## src/rtl/mpu_req_arbiter_if.sv

```systemverilog
// Core request fabric + MPU command bundle for mpu_req_arbiter.
// slave = arbiter side, master = the cores/MPU that surround it.
interface mpu_req_arbiter_if #(
  parameter int CORE_COUNT       = 4,
  parameter int CORE_ID_WIDTH    = 2,
  parameter int ADDR_WIDTH       = 32,
  parameter int BLOCK_COUNT_BITS = 8
);
  logic [CORE_COUNT-1:0]                  req_valid;
  logic [CORE_COUNT-1:0]                  req_fr;
  logic [CORE_COUNT*BLOCK_COUNT_BITS-1:0] req_num_blocks;
  logic [CORE_COUNT*ADDR_WIDTH-1:0]       req_addr;
  logic [CORE_COUNT*CORE_COUNT-1:0]       req_read_mask;
  logic [CORE_COUNT*CORE_COUNT-1:0]       req_write_mask;
  logic [CORE_COUNT-1:0]                  resp_done;
  logic [ADDR_WIDTH-1:0]                  resp_base_addr;
  logic                                   resp_err;
  logic [CORE_ID_WIDTH-1:0]               grant_id;
  logic                                   arb_bsy;
  logic                                   mpu_start;
  logic [CORE_ID_WIDTH-1:0]               mpu_core_id;
  logic                                   mpu_fr;
  logic [BLOCK_COUNT_BITS-1:0]            mpu_num_blocks;
  logic [ADDR_WIDTH-1:0]                  mpu_addr;
  logic [CORE_COUNT-1:0]                  mpu_read_mask;
  logic [CORE_COUNT-1:0]                  mpu_write_mask;
  logic                                   mpu_rdy;
  logic                                   mpu_bsy;
  logic [ADDR_WIDTH-1:0]                  mpu_base_addr;

  modport slave (
    input  req_valid, req_fr, req_num_blocks, req_addr, req_read_mask, req_write_mask,
    input  mpu_rdy, mpu_bsy, mpu_base_addr,
    output resp_done, resp_base_addr, resp_err, grant_id, arb_bsy,
    output mpu_start, mpu_core_id, mpu_fr, mpu_num_blocks, mpu_addr,
    output mpu_read_mask, mpu_write_mask
  );

  modport master (
    output req_valid, req_fr, req_num_blocks, req_addr, req_read_mask, req_write_mask,
    output mpu_rdy, mpu_bsy, mpu_base_addr,
    input  resp_done, resp_base_addr, resp_err, grant_id, arb_bsy,
    input  mpu_start, mpu_core_id, mpu_fr, mpu_num_blocks, mpu_addr,
    input  mpu_read_mask, mpu_write_mask
  );
endinterface

```

## src/rtl/mpu_req_arbiter.sv

```systemverilog
// Round-robin front end serialising per-core allocate/free requests onto the MPU command port.
// Optional WAIT watchdog: define MPU_ARB_TIMEOUT_EN.
module mpu_req_arbiter #(
  parameter int CORE_COUNT       = 4,
  parameter int CORE_ID_WIDTH    = 2,
  parameter int ADDR_WIDTH       = 32,
  parameter int BLOCK_COUNT_BITS = 8,
  parameter int TIMEOUT_CYCLES   = 256
) (
  input logic              clk,
  input logic              rst,
  mpu_req_arbiter_if.slave bus
);
  typedef enum logic [1:0] {IDLE, ISSUE, WAIT, RESP} state_t;

  state_t                      state_reg;
  logic [CORE_ID_WIDTH-1:0]    rr_ptr_reg;
  logic [CORE_ID_WIDTH-1:0]    grant_reg;
  logic [CORE_COUNT-1:0]       resp_done_reg;
  logic [ADDR_WIDTH-1:0]       resp_base_reg;
  logic                        arb_bsy_reg;
  logic                        mpu_start_reg;
  logic                        mpu_fr_reg;
  logic [BLOCK_COUNT_BITS-1:0] mpu_nb_reg;
  logic [ADDR_WIDTH-1:0]       mpu_addr_reg;
  logic [CORE_COUNT-1:0]       mpu_rmask_reg;
  logic [CORE_COUNT-1:0]       mpu_wmask_reg;

  logic [BLOCK_COUNT_BITS-1:0] nb_arr    [CORE_COUNT];
  logic [ADDR_WIDTH-1:0]       addr_arr  [CORE_COUNT];
  logic [CORE_COUNT-1:0]       rmask_arr [CORE_COUNT];
  logic [CORE_COUNT-1:0]       wmask_arr [CORE_COUNT];
  logic [CORE_ID_WIDTH-1:0]    rot_idx   [CORE_COUNT];
  logic [CORE_COUNT-1:0]       rot_valid;
  logic [CORE_ID_WIDTH-1:0]    sel;

  if (CORE_COUNT < 2 || (1 << CORE_ID_WIDTH) < CORE_COUNT || TIMEOUT_CYCLES < 1) begin : g_bad_params
    $error("mpu_req_arbiter: inconsistent parameters");
  end

  // rot_idx[k] is the core k places after rr_ptr, so rot_valid is the request vector seen from rr_ptr
  for (genvar gi = 0; gi < CORE_COUNT; gi++) begin : g_core
    logic [CORE_ID_WIDTH:0] sum;
    assign nb_arr[gi]    = bus.req_num_blocks[gi*BLOCK_COUNT_BITS +: BLOCK_COUNT_BITS];
    assign addr_arr[gi]  = bus.req_addr[gi*ADDR_WIDTH +: ADDR_WIDTH];
    assign rmask_arr[gi] = bus.req_read_mask[gi*CORE_COUNT +: CORE_COUNT];
    assign wmask_arr[gi] = bus.req_write_mask[gi*CORE_COUNT +: CORE_COUNT];
    assign sum           = {1'b0, rr_ptr_reg} + (CORE_ID_WIDTH+1)'(gi);
    assign rot_idx[gi]   = (sum >= (CORE_ID_WIDTH+1)'(CORE_COUNT))
                         ? CORE_ID_WIDTH'(sum - (CORE_ID_WIDTH+1)'(CORE_COUNT))
                         : sum[CORE_ID_WIDTH-1:0];
    assign rot_valid[gi] = bus.req_valid[rot_idx[gi]];
  end

  always_comb begin
    sel = rot_idx[0];
    for (int k = CORE_COUNT - 1; k >= 0; k--) begin
      if (rot_valid[k]) sel = rot_idx[k];
    end
  end

`ifdef MPU_ARB_TIMEOUT_EN
  localparam int CNT_W = $clog2(TIMEOUT_CYCLES + 1);
  logic [CNT_W-1:0] wait_cnt_reg;
  logic             resp_err_reg;
  logic             timeout_hit;
  assign timeout_hit = (wait_cnt_reg == CNT_W'(TIMEOUT_CYCLES - 1));
`endif

  always_ff @(posedge clk) begin
    if (rst) begin
      state_reg     <= IDLE;
      rr_ptr_reg    <= '0;
      grant_reg     <= '0;
      resp_done_reg <= '0;
      resp_base_reg <= '0;
      arb_bsy_reg   <= 1'b0;
      mpu_start_reg <= 1'b0;
      mpu_fr_reg    <= 1'b0;
      mpu_nb_reg    <= '0;
      mpu_addr_reg  <= '0;
      mpu_rmask_reg <= '0;
      mpu_wmask_reg <= '0;
`ifdef MPU_ARB_TIMEOUT_EN
      wait_cnt_reg  <= '0;
      resp_err_reg  <= 1'b0;
`endif
    end else begin
      case (state_reg)
        IDLE: begin
          if (|bus.req_valid && !bus.mpu_bsy) begin
            grant_reg     <= sel;
            mpu_fr_reg    <= bus.req_fr[sel];
            mpu_nb_reg    <= nb_arr[sel];
            mpu_addr_reg  <= addr_arr[sel];
            mpu_rmask_reg <= rmask_arr[sel];
            mpu_wmask_reg <= wmask_arr[sel];
            mpu_start_reg <= 1'b1;
            arb_bsy_reg   <= 1'b1;
            state_reg     <= ISSUE;
          end
        end
        ISSUE: begin
          mpu_start_reg <= 1'b0;
          state_reg     <= WAIT;
`ifdef MPU_ARB_TIMEOUT_EN
          wait_cnt_reg  <= '0;
`endif
        end
        WAIT: begin
          // a completion arriving on the watchdog limit still counts as success
          if (bus.mpu_rdy) begin
            resp_base_reg <= bus.mpu_base_addr;
            resp_done_reg <= CORE_COUNT'(1) << grant_reg;
            state_reg     <= RESP;
`ifdef MPU_ARB_TIMEOUT_EN
            resp_err_reg  <= 1'b0;
          end else if (timeout_hit) begin
            resp_base_reg <= '0;
            resp_err_reg  <= 1'b1;
            resp_done_reg <= CORE_COUNT'(1) << grant_reg;
            state_reg     <= RESP;
          end else begin
            wait_cnt_reg  <= wait_cnt_reg + 1'b1;
`endif
          end
        end
        RESP: begin
          resp_done_reg <= '0;
          arb_bsy_reg   <= 1'b0;
          rr_ptr_reg    <= (grant_reg == CORE_ID_WIDTH'(CORE_COUNT - 1)) ? '0 : grant_reg + 1'b1;
          state_reg     <= IDLE;
        end
        default: state_reg <= IDLE;
      endcase
    end
  end

  assign bus.resp_done      = resp_done_reg;
  assign bus.resp_base_addr = resp_base_reg;
  assign bus.grant_id       = grant_reg;
  assign bus.arb_bsy        = arb_bsy_reg;
  assign bus.mpu_start      = mpu_start_reg;
  assign bus.mpu_core_id    = grant_reg;
  assign bus.mpu_fr         = mpu_fr_reg;
  assign bus.mpu_num_blocks = mpu_nb_reg;
  assign bus.mpu_addr       = mpu_addr_reg;
  assign bus.mpu_read_mask  = mpu_rmask_reg;
  assign bus.mpu_write_mask = mpu_wmask_reg;
`ifdef MPU_ARB_TIMEOUT_EN
  assign bus.resp_err       = resp_err_reg;
`else
  assign bus.resp_err       = 1'b0;
`endif
endmodule

```

## src/flat_wrapper.sv

```systemverilog
// flat-port wrapper written by rule: the top's interface ports become plain ports
module mpu_req_arbiter_flat 
#(
  parameter int CORE_COUNT       = 4,
  parameter int CORE_ID_WIDTH    = 2,
  parameter int ADDR_WIDTH       = 32,
  parameter int BLOCK_COUNT_BITS = 8,
  parameter int TIMEOUT_CYCLES   = 256
)
  (clk, rst, bus_req_valid, bus_req_fr, bus_req_num_blocks, bus_req_addr, bus_req_read_mask, bus_req_write_mask, bus_mpu_rdy, bus_mpu_bsy, bus_mpu_base_addr, bus_resp_done, bus_resp_base_addr, bus_resp_err, bus_grant_id, bus_arb_bsy, bus_mpu_start, bus_mpu_core_id, bus_mpu_fr, bus_mpu_num_blocks, bus_mpu_addr, bus_mpu_read_mask, bus_mpu_write_mask);
  mpu_req_arbiter_if #(.CORE_COUNT(CORE_COUNT), .CORE_ID_WIDTH(CORE_ID_WIDTH), .ADDR_WIDTH(ADDR_WIDTH), .BLOCK_COUNT_BITS(BLOCK_COUNT_BITS)) bus_i ();
  input logic clk;
  input logic rst;
  input wire logic [$bits(bus_i.req_valid)-1:0] bus_req_valid;
  input wire logic [$bits(bus_i.req_fr)-1:0] bus_req_fr;
  input wire logic [$bits(bus_i.req_num_blocks)-1:0] bus_req_num_blocks;
  input wire logic [$bits(bus_i.req_addr)-1:0] bus_req_addr;
  input wire logic [$bits(bus_i.req_read_mask)-1:0] bus_req_read_mask;
  input wire logic [$bits(bus_i.req_write_mask)-1:0] bus_req_write_mask;
  input wire logic [$bits(bus_i.mpu_rdy)-1:0] bus_mpu_rdy;
  input wire logic [$bits(bus_i.mpu_bsy)-1:0] bus_mpu_bsy;
  input wire logic [$bits(bus_i.mpu_base_addr)-1:0] bus_mpu_base_addr;
  output wire logic [$bits(bus_i.resp_done)-1:0] bus_resp_done;
  output wire logic [$bits(bus_i.resp_base_addr)-1:0] bus_resp_base_addr;
  output wire logic [$bits(bus_i.resp_err)-1:0] bus_resp_err;
  output wire logic [$bits(bus_i.grant_id)-1:0] bus_grant_id;
  output wire logic [$bits(bus_i.arb_bsy)-1:0] bus_arb_bsy;
  output wire logic [$bits(bus_i.mpu_start)-1:0] bus_mpu_start;
  output wire logic [$bits(bus_i.mpu_core_id)-1:0] bus_mpu_core_id;
  output wire logic [$bits(bus_i.mpu_fr)-1:0] bus_mpu_fr;
  output wire logic [$bits(bus_i.mpu_num_blocks)-1:0] bus_mpu_num_blocks;
  output wire logic [$bits(bus_i.mpu_addr)-1:0] bus_mpu_addr;
  output wire logic [$bits(bus_i.mpu_read_mask)-1:0] bus_mpu_read_mask;
  output wire logic [$bits(bus_i.mpu_write_mask)-1:0] bus_mpu_write_mask;
  assign bus_i.req_valid = bus_req_valid;
  assign bus_i.req_fr = bus_req_fr;
  assign bus_i.req_num_blocks = bus_req_num_blocks;
  assign bus_i.req_addr = bus_req_addr;
  assign bus_i.req_read_mask = bus_req_read_mask;
  assign bus_i.req_write_mask = bus_req_write_mask;
  assign bus_i.mpu_rdy = bus_mpu_rdy;
  assign bus_i.mpu_bsy = bus_mpu_bsy;
  assign bus_i.mpu_base_addr = bus_mpu_base_addr;
  assign bus_resp_done = bus_i.resp_done;
  assign bus_resp_base_addr = bus_i.resp_base_addr;
  assign bus_resp_err = bus_i.resp_err;
  assign bus_grant_id = bus_i.grant_id;
  assign bus_arb_bsy = bus_i.arb_bsy;
  assign bus_mpu_start = bus_i.mpu_start;
  assign bus_mpu_core_id = bus_i.mpu_core_id;
  assign bus_mpu_fr = bus_i.mpu_fr;
  assign bus_mpu_num_blocks = bus_i.mpu_num_blocks;
  assign bus_mpu_addr = bus_i.mpu_addr;
  assign bus_mpu_read_mask = bus_i.mpu_read_mask;
  assign bus_mpu_write_mask = bus_i.mpu_write_mask;
  mpu_req_arbiter #(.CORE_COUNT(CORE_COUNT), .CORE_ID_WIDTH(CORE_ID_WIDTH), .ADDR_WIDTH(ADDR_WIDTH), .BLOCK_COUNT_BITS(BLOCK_COUNT_BITS), .TIMEOUT_CYCLES(TIMEOUT_CYCLES)) u_core (.clk(clk), .rst(rst), .bus(bus_i));
endmodule
```

## config.mk

```make
export PLATFORM = sky130hd
export DESIGN_NAME = mpu_req_arbiter_flat
export DESIGN_NICKNAME = d
export VERILOG_FILES = /design/src/rtl/mpu_req_arbiter_if.sv /design/src/rtl/mpu_req_arbiter.sv /design/src/flat_wrapper.sv
export SDC_FILE = /design/constraint.sdc
export NUM_CORES = 1
export LEC_CHECK = 0
export CORE_AREA = 2 2 128 130
export CTS_BUF_LIST = sky130_fd_sc_hd__clkbuf_16
export DETAILED_ROUTE_END_ITERATION = 8
export DIE_AREA = 0 0 130 132
export DONT_BUFFER_PORTS = 1
export SYNTH_ARGS = -nofsm -noshare
export SYNTH_HDL_FRONTEND = slang
export SYNTH_SLANG_ARGS = --single-unit
```

## constraint.sdc

```tcl
create_clock -name clk -period 2.4 [get_ports clk]
set_clock_uncertainty 0.05 [all_clocks]
set_input_delay 0.36 -clock clk [delete_from_list [all_inputs] [get_ports clk]]
set_output_delay 0.36 -clock clk [all_outputs]
set_load 0.01 [all_outputs]
```

==> After elaboration in Yosys (flattened, before gate mapping) <==
Index checks and enable logic that the tools add are counted.
{ "word_totals": {"ff_bits": 93, "output_inout_bits": 92, "word_cells": 90} }
{ "op_classes": {"n_addsub": 8, "magnitude_cmp": 10, "n_eq_ne": 6, "shift": 1, "muxes": 39, "n_bitwise": 1, "n_reduce_logical": 13} }
{ "op_table": {"columns": ["cell", "count"], "rows": [
  ["$bmux 32 s2", 1],
  ["$mux 32", 2],
  ["$mux 2", 11],
  ["$mux 4", 5],
  ["$bmux 4 s2", 2],
  ["$bmux 8 s2", 1],
  ["$mux 8", 2],
  ["$lt 2x3->1 const B", 5],
  ["$ge 3x3->1 const B", 4],
  ["$reduce_and 2->1", 6],
  ["$bmux 1 s2", 5],
  ["$pmux 2 s4", 1],
  ["$pmux 4 s2", 1],
  ["$sub 2x1->2 const B", 4],
  ["$add 2x2->3 const B", 2],
  ["$eq 2x2->1 const B", 3],
  ["$mux 1", 6],
  ["$reduce_bool 2->1", 3],
  ["$pmux 1 s2", 2],
  ["$reduce_or 4->1", 1],
  ["$shl 1x2->4 const A", 1],
  ["$add 2x1->3 const B", 1],
  ["$ge 2x3->1 const B", 1],
  ["$not 2->3", 1],
  ["7 further kinds", 7]
]} }

==> Logic depth before layout (Yosys ltp) <==
Gate-level depths: netlist of the first run.
{ "depth": {"depth_word": 13, "ltp_mapped": 9, "mapped_depth_nobuf": 7} }

==> Worst setup path before layout of the first run <==
No wires, ideal clock.
{ "synth_timing": {"path_type": "input port to flip-flop", "startpoint": "input bus_req_valid[3]", "endpoint": "register u_core.mpu_nb_reg[3] (netlist: u_core.bus.mpu_num_blocks[3])", "arrival_time_ns": 2.077, "path_slack_ns": 0.151, "cell_stages": 8, "cell_sequence": "buf_4 and3b_1 or4_4 buf_6 nand2_2 buf_4 mux2_2 a221o_1"} }
{ "synth_via": {"elab_chain_cells": 10, "elab_cells_between_ends": 19} }
{ "synth_rtl": {"columns": ["element", "line", "source"], "rows": [
  ["start: declaration", "flat_wrapper.sv:14", "input wire logic [$bits(bus_i.req_valid)-1:0] bus_req_valid;"],
  ["$bmux 1 s2", "mpu_req_arbiter.sv:52", "assign rot_valid[gi] = bus.req_valid[rot_idx[gi]];"],
  ["$mux 1 (not written as such)", "mpu_req_arbiter.sv:52", null],
  ["$mux 2 (4 in a row)", "mpu_req_arbiter.sv:58", "if (rot_valid[k]) sel = rot_idx[k];"],
  ["$not 2->3 (not written as such)", "mpu_req_arbiter.sv:94", "mpu_nb_reg <= nb_arr[sel];"],
  ["$bmux 8 s2", "mpu_req_arbiter.sv:94", null],
  ["$mux 8 (not written as such) (2 in a row)", "mpu_req_arbiter.sv:94", null],
  ["end signal: assignment", "mpu_req_arbiter.sv:94", null],
  ["end: declaration", "mpu_req_arbiter.sv:24", "logic [BLOCK_COUNT_BITS-1:0] mpu_nb_reg;"]
]} }
Parallel ways exist; a longest one is shown, timed or not. The select of a mux whose other input is x is not followed.
A chain may end at the register's enable or synchronous reset.

==> Final worst setup path of the first run <==
{ "layout_timing": {"startpoint": "register u_core.rr_ptr_reg[1]", "endpoint": "register u_core.mpu_nb_reg[3] (netlist: u_core.bus.mpu_num_blocks[3])"} }
{ "layout_via": {"elab_chain_cells": 13, "elab_cells_between_ends": 31} }
{ "layout_rtl": {"columns": ["element", "line", "source"], "rows": [
  ["start: declaration", "mpu_req_arbiter.sv:17", "logic [CORE_ID_WIDTH-1:0] rr_ptr_reg;"],
  ["start signal: assignment", "mpu_req_arbiter.sv:131", "rr_ptr_reg <= (grant_reg == CORE_ID_WIDTH'(CORE_COUNT - 1)) ? '0 : grant_reg + 1'b1;"],
  ["$add 2x2->3", "mpu_req_arbiter.sv:48", "assign sum = {1'b0, rr_ptr_reg} + (CORE_ID_WIDTH+1)'(gi);"],
  ["$ge 3x3->1 or $sub 2x1->2 (tied branches)", "mpu_req_arbiter.sv:49, mpu_req_arbiter.sv:50", null],
  ["$mux 2", "mpu_req_arbiter.sv:50", "? CORE_ID_WIDTH'(sum - (CORE_ID_WIDTH+1)'(CORE_COUNT))"],
  ["$bmux 1 s2", "mpu_req_arbiter.sv:52", null],
  ["$mux 1 (not written as such)", "mpu_req_arbiter.sv:52", null],
  ["$mux 2 (3 in a row)", "mpu_req_arbiter.sv:58", null],
  ["$mux 2 (*)", "mpu_req_arbiter.sv:58", null],
  ["$not 2->3 (not written as such) (*)", "mpu_req_arbiter.sv:94", null],
  ["$bmux 8 s2 (*)", "mpu_req_arbiter.sv:94", null],
  ["$mux 8 (not written as such) (*) (2 in a row)", "mpu_req_arbiter.sv:94", null]
]} }
Mark *: on every way between the ends. The rest lies on a longest branch, timed or not. The select of a mux whose other input is x is not followed.

==> summary.md, run 1 <==
| Metric | Value |
|---|---|
| Status | `finished, final reports clean` |
| Largest net degree at the start of global routing | `56` |
| Register area share after synthesis | `36.86%` |
| Area of the multi-input gates | `2922 sq um` |
| Leading area contributor after synthesis | `dfxtp_1` |
| Pint | `3.053 mW` |
| Slew headroom | `55.42%` |
| Die height | `132 microns` |
| Yosys reg bits | `93` |
| Worst VDD drop | `0.0003092 V` |
| Critical path arrival | `2.49 ns` |
| Multiplexer share of the synthesized area | `11.91%` |
| Comb power frac | `24.0%` |
| CTS clock-pin slew for the worst setup and hold paths | `0.08 ns` |
| GR Overflow Total | `0` |
| Worst path bufs/invs | `1` |
| Worst-path fanout max | `20` |
| Yosys top cell area share | `36.86%` |
| Synth Area in XOR/XNOR | `0%` |
| DRC viols | `0` |
| Share of cells above drive strength 1 | `13.89%` |
| Area Growth Syn to Fin | `10.75%` |
| Post-synthesis compound-gate area fraction | `27.35%` |
| Fillers | `1592` |
| CP startpoint kind | `register` |
| Nets | `787` |
| Pwr/cell area | `852.7 nW/um^2` |
| DP Area | `5259 sq um` |
| Top cells by area, synth | `dfxtp_1, a221o_1, a21oi_1, o211ai_1, mux2_1` |
| CTS tree | `yes` |
| Initial antenna violation count | `5` |
| Leakage | `1.963 nW` |
| Resized Gates After CTS | `0` |
| Clock network fraction of total power | `31.1%` |
| Hold Crit Class | `primary input to register` |
| GRT Util Overall | `18.43%` |
| H-tree depth | `3` |
| Post-DRT Antenna Nets | `0` |
| CP required | `2.59 ns` |
| Die area | `17160 sq um` |
| Global-route wire length before repair | `24420 microns` |
| Setup TNS | `0 ns` |
| Yosys warns | `0` |
| Syn_nets | `821` |
| Starting Density | `32.15%` |
| Final period utilization | `96.02%` |
| Min Tclk post-route | `2.305 ns` |
| Final instance area | `5594 sq um` |
| Synth Cell Area | `5051 sq um` |
| Max-cap check violation count | `0` |
| Avg WL per Cell | `22.24 microns` |
| Setup crit end kind | `register` |
| CP max-delay cell | `or4_4` |
| Number of buffers created by CTS | `9` |
| Worst path max stage delay | `0.49 ns` |
| Syn Area/Cell | `8.769 sq um` |
| CTS root buf | `clkbuf_16` |
| CP Cell Sequence | `nor3_1 -> or4_4 -> nand2_2 -> clkbuf_16 -> mux2_2 -> a221o_1` |
| Post-DP HPWL | `11800 microns` |
| Clk Latency, worst-skew pair | `0.36 ns` |
| Final RePlAce weighted congestion | `0.8495` |
| RSZ-0062 raised after global routing | `no` |
| Final setup violation count | `0` |
| Input/output buffers | `0` |
| I/O pins | `328` |
| Core Rows | `46` |
| Vias | `4595` |
| Synth Area in Simple Gates | `15.18%` |
| CTS sink cnt | `93` |
| Seq. cell area | `1862 sq um` |
| Post-synthesis adder-cell area fraction | `2.229%` |
| Iter 0 DRT Violations | `401` |
| Max Fclk | `433.9 MHz` |
| Worst-Margin Slew | `0.6687 ns` |
| Die span in x | `130 microns` |
| Vias in the first global route | `4541` |
| P_sw | `1.717 mW` |
| Clock tree buffer depth | `2` |
| Seq pwr share | `44.9%` |
| Crit Path Category | `register to register` |
| DRT Wirelength | `17020 microns` |
| Hold Fails Final Rpt | `0` |
| Fin. max-slew vios | `0` |
| Hold_ws | `0.01840 ns` |
| Main combinational cell family by area after synthesis | `compound AO/OA/AOI/OAI gates` |
| Vias/cell | `6.007` |
| Pre-antenna DRT Iters | `5` |
| Cell variety after synth | `39` |
| Net Sw Frac | `35.99%` |
| Synthesized instance count | `576` |
| Core Area | `15710 sq um` |
| CP top delay family | `simple AND/OR/NAND/NOR gates` |
-- metal layers --
layer	global-route usage (%)	vias up	routed length [microns]
met1	20.34	2167	6392
li1	-	2084	-
met5	0	-	25
met3	6.818	30	1791
met4	5.078	4	323
met2	32.84	310	8483
-- logic make-up (layout without fill, tap and decap cells) --
group                    count (synthesis)  in the layout
AO/OA/AOI/OAI                          198            198
adder cells (fa/ha/maj)                  9              9
buffers and inverters                   67             38
flip-flops                              93             93
multiplexers                            54             54
other                                    1              3
AND/OR/NAND/NOR                        154            154
-- path summary, 6_finish.rpt --
path | from | end | slack (ns) | cells past startpoint
setup / recovery | u_core.rr_ptr_reg[1]$_SDFFE_PP0P_ | u_core.bus.mpu_num_blocks[3]$_SDFFE_PP0P_ | 0.1 | 6
hold / removal | rst | u_core.bus.resp_base_addr[13]$_SDFFE_PP0P_ | 0.02 | 1
setup reg to reg | u_core.rr_ptr_reg[1]$_SDFFE_PP0P_ | u_core.bus.mpu_num_blocks[3]$_SDFFE_PP0P_ | 0.1 | 6
hold reg to reg | u_core.bus.resp_base_addr[14]$_SDFFE_PP0P_ | u_core.bus.resp_base_addr[14]$_SDFFE_PP0P_ | 0.45 | 2
-- power by group through the flow --
stage / combinational [mW] / clock [mW] / sequential, mW
after floorplan: 0.893 / 0 / 2.09
after global placement: 1.08 / 0 / 2.17
after detailed placement: 1.13 / 0 / 2.17
after CTS: 1.14 / 1.52 / 2.14
after global routing: 1.26 / 1.59 / 2.17
final: 1.15 / 1.48 / 2.14
-- Yosys cell counts (all sizes together) --
cell type / n
nor3: 1
nand2: 66
mux2i: 5
nor4: 1
a221oi: 1
nor4b: 1
a211oi: 3
mux2: 49
nand4b: 1
clkbuf: 39
ha: 9
nor2: 18
o21bai: 2
a2bb2oi: 1
nand2b: 1
conb: 1
a221o: 49
nand3: 49
dfxtp: 93
o21ai: 4
buf: 24
nor3b: 2
and3b: 2
a21o: 1
nor2b: 9
and2: 1
or4: 1
a21oi: 88
o211ai: 49
nand3b: 1
inv: 4
-- placed cells by master (no fill, tap or decap), types with 9 or more instances in the layout --
| cell type | count |
|---|---|
| o211ai_1 | 49 |
| nand3_2 | 10 |
| nor2_1 | 17 |
| mux2_1 | 25 |
| buf_4 | 12 |
| a221o_1 | 49 |
| clkbuf_16 | 10 |
| nand3_1 | 39 |
| a21oi_1 | 88 |
| ha_1 | 9 |
| nand2_1 | 65 |
| mux2_2 | 24 |
| dfxtp_1 | 93 |
-- what timing repair did --
item | in CTS | in global routing
hold buffers | 0 | 0
setup buffers | 0 | 0
hold endpoints to repair | 0 | 0
endpoints found under the setup margin | 0 | 1
-- worst reg2reg max path, cell delays in order, from the launching register on --
cell       delay, ns
dfxtp_1         0.42
nor3_1          0.08
or4_4           0.49
nand2_2         0.21
clkbuf_16       0.26
mux2_2          0.36
a221o_1         0.32
-- stage by stage --
| step | power (mW) | utilization [%] | setup WS, ns | cells |
|---|---|---|---|---|
| 2_1_floorplan | 2.987 | - | 0.1513 | 576 |
| 3_3_place_gp | 3.250 | 33.47 | 0.09074 | 746 |
| 3_5_place_dp | 3.307 | 33.47 | 0.06630 | 746 |
| 4_1_cts | 4.799 | 35.41 | 0.09413 | 762 |
| 5_1_grt | 5.023 | 35.59 | 0.002202 | 764 |
| 6_report | 4.770 | 35.60 | 0.09547 | 765 |
-- layout make-up --
type	instances	share of cell area, %
clock buffer	9	4.026
clock inverter	7	1.431
antenna	2	0.08947
tap	216	4.831
inverter	4	0.2684
timing repair buffer	18	3.847
sequential	93	33.28
multi-input combinational	416	52.23
No activity file was read; power rests on OpenSTA's default activity.
==> run 2, diff against run 1 <==
--- a/config.mk
+++ b/config.mk
@@ -13,3 +13,4 @@
 export SYNTH_ARGS = -nofsm -noshare
 export SYNTH_HDL_FRONTEND = slang
 export SYNTH_SLANG_ARGS = --single-unit
+export TNS_END_PERCENT = 1
==> results of run 2 <==
Same layout as run 1: the final DEF is identical, and so are final timing and power.
